===== src/rtl/mem_arbiter.sv =====
// Two-port round-robin arbiter for a byte-wide memory with registered read latency.
// One access in flight at a time; per-port ack/err pulses and held read data.
module mem_arbiter #(
  parameter int ADDR_WIDTH = 9,
  parameter int TIMEOUT    = 15
) (
  input  logic                  clk,
  input  logic                  reset,
  input  logic                  r0_req_i,
  input  logic                  r0_we_i,
  input  logic [ADDR_WIDTH-1:0] r0_addr_i,
  input  logic [7:0]            r0_wdata_i,
  output logic                  r0_ack_o,
  output logic                  r0_err_o,
  output logic [7:0]            r0_rdata_o,
  input  logic                  r1_req_i,
  input  logic                  r1_we_i,
  input  logic [ADDR_WIDTH-1:0] r1_addr_i,
  input  logic [7:0]            r1_wdata_i,
  output logic                  r1_ack_o,
  output logic                  r1_err_o,
  output logic [7:0]            r1_rdata_o,
  output logic [ADDR_WIDTH-1:0] mem_raddr_o,
  output logic [ADDR_WIDTH-1:0] mem_waddr_o,
  output logic [7:0]            mem_data_in_o,
  output logic                  mem_write_o,
  input  logic [7:0]            mem_data_out_i,
  input  logic                  mem_ready_i,
  output logic                  busy_o,
  output logic                  owner_o
);

  typedef enum logic [2:0] {IDLE, WRITE, RWAIT, RSAMPLE, ACK} state_e;

  localparam logic [7:0] LastCnt = 8'(TIMEOUT - 1);

  state_e                  state_q, state_d;
  logic [7:0]              cnt_q, cnt_d;
  logic                    owner_q, owner_d;
  logic [1:0]              ack_q, ack_d;
  logic [1:0]              err_q, err_d;
  logic [7:0]              rdata0_q, rdata0_d;
  logic [7:0]              rdata1_q, rdata1_d;
  logic [ADDR_WIDTH-1:0]   raddr_q, raddr_d;
  logic [ADDR_WIDTH-1:0]   waddr_q, waddr_d;
  logic [7:0]              dataIn_q, dataIn_d;
  logic                    write_q, write_d;
  logic                    busy_q, busy_d;

  logic                    anyReq;
  logic                    selPort;
  logic                    selWe;
  logic [ADDR_WIDTH-1:0]   selAddr;
  logic [7:0]              selWdata;

  // On a tie the port that did not own the last grant wins, so a waiting port never starves.
  assign anyReq   = r0_req_i | r1_req_i;
  assign selPort  = (r0_req_i & r1_req_i) ? ~owner_q : r1_req_i;
  assign selWe    = selPort ? r1_we_i    : r0_we_i;
  assign selAddr  = selPort ? r1_addr_i  : r0_addr_i;
  assign selWdata = selPort ? r1_wdata_i : r0_wdata_i;

  always_ff @(posedge clk) begin
    if (reset) begin
      state_q  <= IDLE;
      cnt_q    <= '0;
      owner_q  <= 1'b1;
      ack_q    <= '0;
      err_q    <= '0;
      rdata0_q <= '0;
      rdata1_q <= '0;
      raddr_q  <= '0;
      waddr_q  <= '0;
      dataIn_q <= '0;
      write_q  <= 1'b0;
      busy_q   <= 1'b0;
    end else begin
      state_q  <= state_d;
      cnt_q    <= cnt_d;
      owner_q  <= owner_d;
      ack_q    <= ack_d;
      err_q    <= err_d;
      rdata0_q <= rdata0_d;
      rdata1_q <= rdata1_d;
      raddr_q  <= raddr_d;
      waddr_q  <= waddr_d;
      dataIn_q <= dataIn_d;
      write_q  <= write_d;
      busy_q   <= busy_d;
    end
  end

  always_comb begin
    state_d = state_q;
    unique case (state_q)
      IDLE:    if (anyReq) state_d = selWe ? WRITE : RWAIT;
      WRITE:   state_d = ACK;
      RWAIT:   state_d = RSAMPLE;
      RSAMPLE: if (mem_ready_i || cnt_q == LastCnt) state_d = ACK;
      ACK:     state_d = IDLE;
      default: state_d = IDLE;
    endcase
  end

  always_comb begin
    cnt_d    = cnt_q;
    owner_d  = owner_q;
    ack_d    = '0;
    err_d    = '0;
    rdata0_d = rdata0_q;
    rdata1_d = rdata1_q;
    raddr_d  = raddr_q;
    waddr_d  = waddr_q;
    dataIn_d = dataIn_q;
    write_d  = 1'b0;
    busy_d   = (state_d != IDLE);
    unique case (state_q)
      IDLE: begin
        if (anyReq) begin
          owner_d = selPort;
          if (selWe) begin
            waddr_d  = selAddr;
            dataIn_d = selWdata;
            write_d  = 1'b1;
          end else begin
            raddr_d = selAddr;
            cnt_d   = '0;
          end
        end
      end
      WRITE: ack_d[owner_q] = 1'b1;
      RSAMPLE: begin
        // A timed-out read still acks, with zero data and the error flag.
        if (mem_ready_i || cnt_q == LastCnt) begin
          ack_d[owner_q] = 1'b1;
          err_d[owner_q] = ~mem_ready_i;
          if (owner_q) rdata1_d = mem_ready_i ? mem_data_out_i : 8'h00;
          else         rdata0_d = mem_ready_i ? mem_data_out_i : 8'h00;
        end else begin
          cnt_d = cnt_q + 8'd1;
        end
      end
      default: ;
    endcase
  end

  assign r0_ack_o      = ack_q[0];
  assign r1_ack_o      = ack_q[1];
  assign r0_err_o      = err_q[0];
  assign r1_err_o      = err_q[1];
  assign r0_rdata_o    = rdata0_q;
  assign r1_rdata_o    = rdata1_q;
  assign mem_raddr_o   = raddr_q;
  assign mem_waddr_o   = waddr_q;
  assign mem_data_in_o = dataIn_q;
  assign mem_write_o   = write_q;
  assign busy_o        = busy_q;
  assign owner_o       = owner_q;

endmodule

===== config.mk =====
export PLATFORM = sky130hd
export DESIGN_NAME = mem_arbiter
export DESIGN_NICKNAME = d
export VERILOG_FILES = /design/src/rtl/mem_arbiter.sv
export SDC_FILE = /design/constraint.sdc
export NUM_CORES = 1
export LEC_CHECK = 0
export BUFFER_PORTS_ARGS = -buffer_cell sky130_fd_sc_hd__buf_2
export CAP_MARGIN = 5
export CORE_MARGIN = 2
export CORE_UTILIZATION = 52
export DETAILED_ROUTE_END_ITERATION = 8
export GPL_ROUTABILITY_DRIVEN = 0
export GPL_TIMING_DRIVEN = 0
export HOLD_SLACK_MARGIN = 0.15
export PLACE_DENSITY_LB_ADDON = 0.25
export SKIP_CTS_REPAIR_TIMING = 1
export SLEW_MARGIN = 20
export SYNTH_ARGS = -nofsm -noshare
export SYNTH_HDL_FRONTEND = slang
export SYNTH_SLANG_ARGS = --single-unit
export TNS_END_PERCENT = 5

===== constraint.sdc =====
create_clock -name clk -period 5.5 [get_ports clk]
set_input_delay 0.275 -clock clk [delete_from_list [all_inputs] [get_ports clk]]
set_output_delay 0.275 -clock clk [all_outputs]
set_load 0.01 [all_outputs]

==> results of run 1 <==
==> cell families (layout without fill, tap and decap cells) <==
family,count (synthesis),count (layout),synth area share [%]
DFF,60,60,47.6
buffers and inverters,23,136,4.42
and+or+nand+nor,100,100,19.7
muxes,34,34,13.6
adders and majority gates,2,2,0.992
xor gates and xnor gates,2,2,0.695
AOI/OAI and AO/OA,46,46,13.0
==> Yosys cell counts, types with 3 or more instances <==
master | number | area (µm²)
nor4b_1 | 3 | 26.3
mux2i_1 | 33 | 330
or3_1 | 4 | 25.0
a211oi_1 | 26 | 195
and2_1 | 10 | 62.6
nand2_1 | 8 | 30.0
buf_2 | 8 | 40.0
and3_1 | 3 | 18.8
nand3_1 | 5 | 25.0
a21oi_1 | 7 | 35.0
nor2b_1 | 3 | 18.8
nor3_1 | 5 | 25.0
o21ai_0 | 3 | 15.0
dfxtp_1 | 60 | 1200
nor2_1 | 49 | 184
inv_1 | 5 | 18.8
clkbuf_1 | 7 | 26.3
==> stage by stage <==
stage                     utilization [%]  instance area [µm²]  hold WS [ns]  power [W]
final                                69.7                 3270         0.204    0.00110
after global routing                 69.7                 3270         0.215    0.00115
after CTS                            69.7                 3270         0.200    0.00110
after detailed placement             65.5                 3070         0.483   0.000717
after global placement               65.5                 3070         0.469   0.000712
after floorplan                         -                 2520         0.407   0.000636
==> critical path: stages (launching register included) <==
cell	delay [ns]
dfxtp_1	0.51
a21bo_2	0.20
buf_6	0.16
mux2i_2	0.38
nand4_2	0.20
or3_1	0.35
a21oi_1	0.15
==> sequential cells by signal, summed over array words and instances (netlist names) <==
register and cells:
mem_data_in_o 8, state_q 3, cnt_q 8, mem_waddr_o 9, owner_o 1, busy_o 1, mem_write_o 1, ack_q 2
mem_raddr_o 9, r0_rdata_o 8, r1_rdata_o 8, err_q 2
==> where the power goes <==
group | switching [W] | leakage (nW) | internal, W
combinational | 0.000121 | 1.00 | 0.0000929
sequential | 0.0000202 | 0.490 | 0.000472
clock | 0.000169 | 0.100 | 0.000221
total | 0.000310 | 1.59 | 0.000786
==> how the worst max path moves through the flow <==
| stage | startpoint | end | slack [ns] |
|---|---|---|---|
| after CTS | owner_o | cnt_q[6] | 3.50 |
| after floorplan | owner_o | cnt_q[4] | 3.70 |
| final | owner_o | cnt_q[6] | 3.47 |
| after global placement | owner_o | cnt_q[3] | 3.56 |
| after detailed placement | owner_o | cnt_q[3] | 3.53 |
| after global routing | owner_o | cnt_q[6] | 3.27 |
==> routing by layer <==
layer | vias up | share of wire (%) | wire, µm
li1 | 1162 | - | -
met1 | 1027 | 44 | 2550
met2 | 68 | 48 | 2760
met3 | 12 | 6.7 | 389
met4 | 0 | 1.8 | 102
met5 | - | 0 | 0
==> layout make-up <==
| cell class | instances | share of cell area (%) |
|---|---|---|
| Tap cell | 54 | 2.07 |
| Clock buffer | 12 | 4.44 |
| Buffer | 18 | 2.83 |
| Multi-Input combinational cell | 184 | 37.0 |
| Clock inverter | 4 | 1.49 |
| Timing Repair Buffer | 97 | 14.9 |
| Inverter | 5 | 0.574 |
| Sequential cell | 60 | 36.8 |
==> summary.txt, run 1 <==
CELLS AND AREA
--------------------------------------------------------------------------------
# nets final                                                                 426
Fraction of final layout cells with drive strength greater than 1          33.7%
Fillers                                                                      396
Footprint of the multi-input gates                                      1210 µm²
Number of antenna cells inserted                                               0
Reg area                                                                1200 µm²
Highest-count cells in the layout ignoring fill and taps            buf_2 (105), dfxtp_1 (60), nor2_1 (49)
Layout Area Growth over Synthesis                                          29.6%
Commonest non-fill, non-tap cell in the layout                             buf_2
Fin cells                                                                    434

YOSYS
--------------------------------------------------------------------------------
Register area share after synthesis                                        47.6%
Number of enable flip-flop cells after synthesis                               0
Async S/R FF share, synth                                                     0%
Net count of the mapped netlist                                              318
Count of mapped cells out of synthesis                                       267
Mean area per synthesized cell                                          9.44 µm²
Netlist Area Pre-Place                                                  2520 µm²
Flip-flop and latch count after synthesis                                     60
Yosys warning count                                                            0
Ys flop type                                                             dfxtp_1
Count of different cell masters after synthesis                               39

FLOORPLANNING
--------------------------------------------------------------------------------
Die Y-Extent                                                             73.6 µm
Floorplan die width                                                      73.6 µm
Placement row count                                                           25
Die outline area                                                        5420 µm²
Core footprint                                                          4690 µm²
Effective utilization at floorplan                                         53.7%
Number of placed I/O pins                                                     98

TIMING
--------------------------------------------------------------------------------
Final critical-path required period                                      2.03 ns
Max transition margin                                                      67.3%
Number of max-slew violations in the final report                              0
Unrepaired setup endpoints after global routing                               no
Transition time of the tightest slew-check pin                          0.490 ns
Summed negative setup slack over all endpoints                              0 ns
Final setup violation count                                                    0
Period utilization                                                         36.9%
Fmax                                                                     492 MHz
Final worst clock skew                                                0.00981 ns
Smallest setup slack after layout                                        3.47 ns
Final-report hold violation count                                              0

CRITICAL PATH
--------------------------------------------------------------------------------
CP required                                                              5.76 ns
R2R cell count                                                                 6
Top fanout value on the critical path                                         10
Worst R2R Setup Slack                                                    3.47 ns
Worst setup path category                                           register to register
Crit path arrival time                                                   2.29 ns
Element type at the critical path end                                   register
Startpoint of the worst register-to-register path                        owner_o
Reg-to-Reg End                                                          cnt_q[6]
Type of origin of the critical path                                     register

PLACED DESIGN
--------------------------------------------------------------------------------
Placed wire-length estimate after detailed placement                     4230 µm
Cell total after placement                                                   418
Pre-CTS worst setup slack                                                3.53 ns
Number of buffers inserted by port buffering                                  97

RUN STATUS
--------------------------------------------------------------------------------
Run status                                                          complete, no violations

DRT
--------------------------------------------------------------------------------
Detailed-router iteration count before antenna repair                          4
Post-detailed-route wirelength per cell                                  13.4 µm
Drt total wl                                                             5800 µm
Detailed router's first-iteration violation count                             75
Number of nets with antenna violations after routing                           0
Via total after detailed routing                                            2269
Count of unresolved DRC violations after routing                               0
Via count normalized by instance count                                      5.23

CLOCK TREE
--------------------------------------------------------------------------------
Number of CTS-inserted buffers                                                 9
Clock tree from TritonCTS                                                    yes
Root Buffer Master                                                      clkbuf_8
Htree depth                                                                    3
Clock sinks                                                                   60
Clock insertion delay at the later pin of the skew report                0.34 ns
Clock slew at reported path FFs                                          0.07 ns
Maximum clock insertion buffer count                                           2

HOLD PATH
--------------------------------------------------------------------------------
Hold worst-path end                                                       busy_o
Number of cells traversed by the worst hold path                               2
Min-Delay Startpoint                                                    r1_req_i
Hold Crit Class                                                     input pin to register

JOB
--------------------------------------------------------------------------------
Max-cap check violation count                                                  0

GRT
--------------------------------------------------------------------------------
Initial antenna violation count                                                0
GR Overflow Total                                                              0
Met3 Use GR                                                                6.58%
Aggregate global-route resource usage                                      22.7%
Number of global-route vias before repair                                   2131
Gr busiest metal                                                            met2
Global routing met1 resource utilization                                   26.7%
Pin count of the biggest net entering global routing                          11
Met2 track demand over resource                                            37.8%
Global-route wire length before repair                                   9360 µm

PWR
--------------------------------------------------------------------------------
Total power per unit cell area                                        335 nW/µm²
LEAKAGE                                                                  1.59 nW
Peak supply drop                                                      0.000215 V

(Power assumes the default switching activity.)
==> run 2, diff against run 1 <==
- CORE_UTILIZATION: 52 -> 48
- clock period: 5.5 -> 2 ns (I/O delays scaled with it)
==> summary.txt, run 2 (same netlist as run 1, synthesis figures left out) <==
CELLS AND AREA
--------------------------------------------------------------------------------
Layout Area Growth over Synthesis                                          40.8%
Highest-count cells in the layout ignoring fill and taps            buf_2 (103), dfxtp_1 (59), nor2_1 (49)
Number of antenna cells inserted                                               0
Fraction of final layout cells with drive strength greater than 1          34.1%
# nets final                                                                 445
Commonest non-fill, non-tap cell in the layout                             buf_2
Fillers                                                                      418

TIMING
--------------------------------------------------------------------------------
Transition time of the tightest slew-check pin                          0.484 ns
Final setup violation count                                                    0
Period utilization                                                         94.1%
Final worst clock skew                                                0.00685 ns
Summed negative setup slack over all endpoints                              0 ns
Final critical-path required period                                      1.88 ns
Final-report hold violation count                                              0
Max transition margin                                                      67.7%
Worst slack on hold paths                                               0.119 ns
Fmax                                                                     531 MHz
Number of max-slew violations in the final report                              0

CLOCK TREE
--------------------------------------------------------------------------------
Clock slew at reported path FFs                                          0.07 ns
Maximum clock insertion buffer count                                           2
Clock tree from TritonCTS                                                    yes
Clock insertion delay at the later pin of the skew report                0.34 ns
Clock sinks                                                                   60
Number of CTS-inserted buffers                                                 9
Root Buffer Master                                                      clkbuf_8
Htree depth                                                                    3

CRITICAL PATH
--------------------------------------------------------------------------------
Crit path max-delay cell type                                            dfxtp_2
Worst R2R Setup Slack                                                    0.12 ns
Worst setup path category                                           register to register
Top fanout value on the critical path                                         10
Cell Chain, Critical Path                                           a21bo_2 > buf_6 > mux2i_4 > nand4_1 > or3_1 > a21oi_1
CP required                                                              2.27 ns
Type of origin of the critical path                                     register
Largest incremental delay on the critical path                           0.43 ns
Gate family responsible for the most delay along the worst path     simple AND/OR/NAND/NOR gates
Crit path arrival time                                                   2.15 ns
Element type at the critical path end                                   register
CP Buf/Inv Count                                                               1

FLOORPLANNING
--------------------------------------------------------------------------------
Floorplan die width                                                      76.5 µm
Number of placed I/O pins                                                     98
Die Y-Extent                                                             76.5 µm
Effective utilization at floorplan                                         49.7%
Core footprint                                                          5070 µm²
Placement row count                                                           26
Die outline area                                                        5850 µm²

GRT
--------------------------------------------------------------------------------
Initial antenna violation count                                                0
Global-route wire length before repair                                   9800 µm
Aggregate global-route resource usage                                      20.9%
Pin count of the biggest net entering global routing                          12
GR Overflow Total                                                              0
Number of global-route vias before repair                                   2195

DRT
--------------------------------------------------------------------------------
Number of nets with antenna violations after routing                           0
Detailed-router iteration count before antenna repair                          4
Detailed router's first-iteration violation count                            101
Post-detailed-route wirelength per cell                                  13.4 µm
Drt total wl                                                             6280 µm
Count of unresolved DRC violations after routing                               0
Via total after detailed routing                                            2397
Via count normalized by instance count                                      5.11

PWR
--------------------------------------------------------------------------------
Peak supply drop                                                      0.000627 V
Power Total                                                            0.00318 W
Total power per unit cell area                                        897 nW/µm²
LEAKAGE                                                                  1.68 nW

PLACED DESIGN
--------------------------------------------------------------------------------
Placed wire-length estimate after detailed placement                     4310 µm
Number of buffers inserted by port buffering                                  97

HOLD PATH
--------------------------------------------------------------------------------
Hold Crit Class                                                     input pin to register

RUN STATUS
--------------------------------------------------------------------------------
Run status                                                          complete, no violations

JOB
--------------------------------------------------------------------------------
Max-cap check violation count                                                  0

-- run 2: cell types whose count changed in the layout (fill, tap and decap cells not counted), sizes merged --
cell	before	now
clkinvlp	0	2
bufinv	1	2
buf	108	106
dlygate4sd3	0	19
clkinv	3	2
-- run 2: final timing paths --
| path | depth (start not counted) | end | startpoint |
|---|---|---|---|
| min | 3 | mem_data_in_o[0] | r0_wdata_i[0] |
| max reg2reg | 6 | cnt_q[3] | owner_o |
| max | 6 | cnt_q[3] | owner_o |
| min reg2reg | 2 | r1_rdata_o[5] | r1_rdata_o[5] |
-- run 2: power by group --
part | switching (W) | internal [W] | leakage, nW
clock network | 0.000476 | 0.000701 | 0.102
logic | 0.000359 | 0.000293 | 1.09
registers | 0.0000577 | 0.00130 | 0.489
total | 0.000892 | 0.00229 | 1.68
-- run 2: area by class of cell --
class | instances | area, µm² | share of cell area (%)
Clock inverter | 6 | 88.8 | 2.50
Inverter | 5 | 18.8 | 0.529
Multi-Input combinational cell | 184 | 1250 | 35.2
Sequential cell | 60 | 1200 | 33.9
Buffer | 18 | 97.6 | 2.75
Tap cell | 70 | 87.6 | 2.47
Clock buffer | 10 | 128 | 3.60
Timing Repair Buffer | 116 | 676 | 19.0
-- run 2: metal layers --
layer | track usage [%] | routed length (µm)
met4 | 9.27 | 119
met2 | 35.0 | 3090
met5 | 0 | 0
met1 | 24.6 | 2690
met3 | 6.16 | 372
-- run 2: tightest hold or removal path, stage by stage --
cell	delay, ns
buf_2	0.10
mux2i_1	0.12
a211oi_1	0.09
-- run 2: metrics by stage --
stage | area [µm²] | utilization, % | std cells | worst slack (ns)
after detailed placement | 3090 | 61.0 | 434 | -0.0274
after global placement | 3090 | 61.0 | 434 | 0.0350
after global routing | 3550 | 69.9 | 469 | -0.00354
after CTS | 3310 | 65.2 | 450 | -0.0534
final | 3550 | 69.9 | 469 | 0.117
after floorplan | 2520 | - | 267 | 0.196
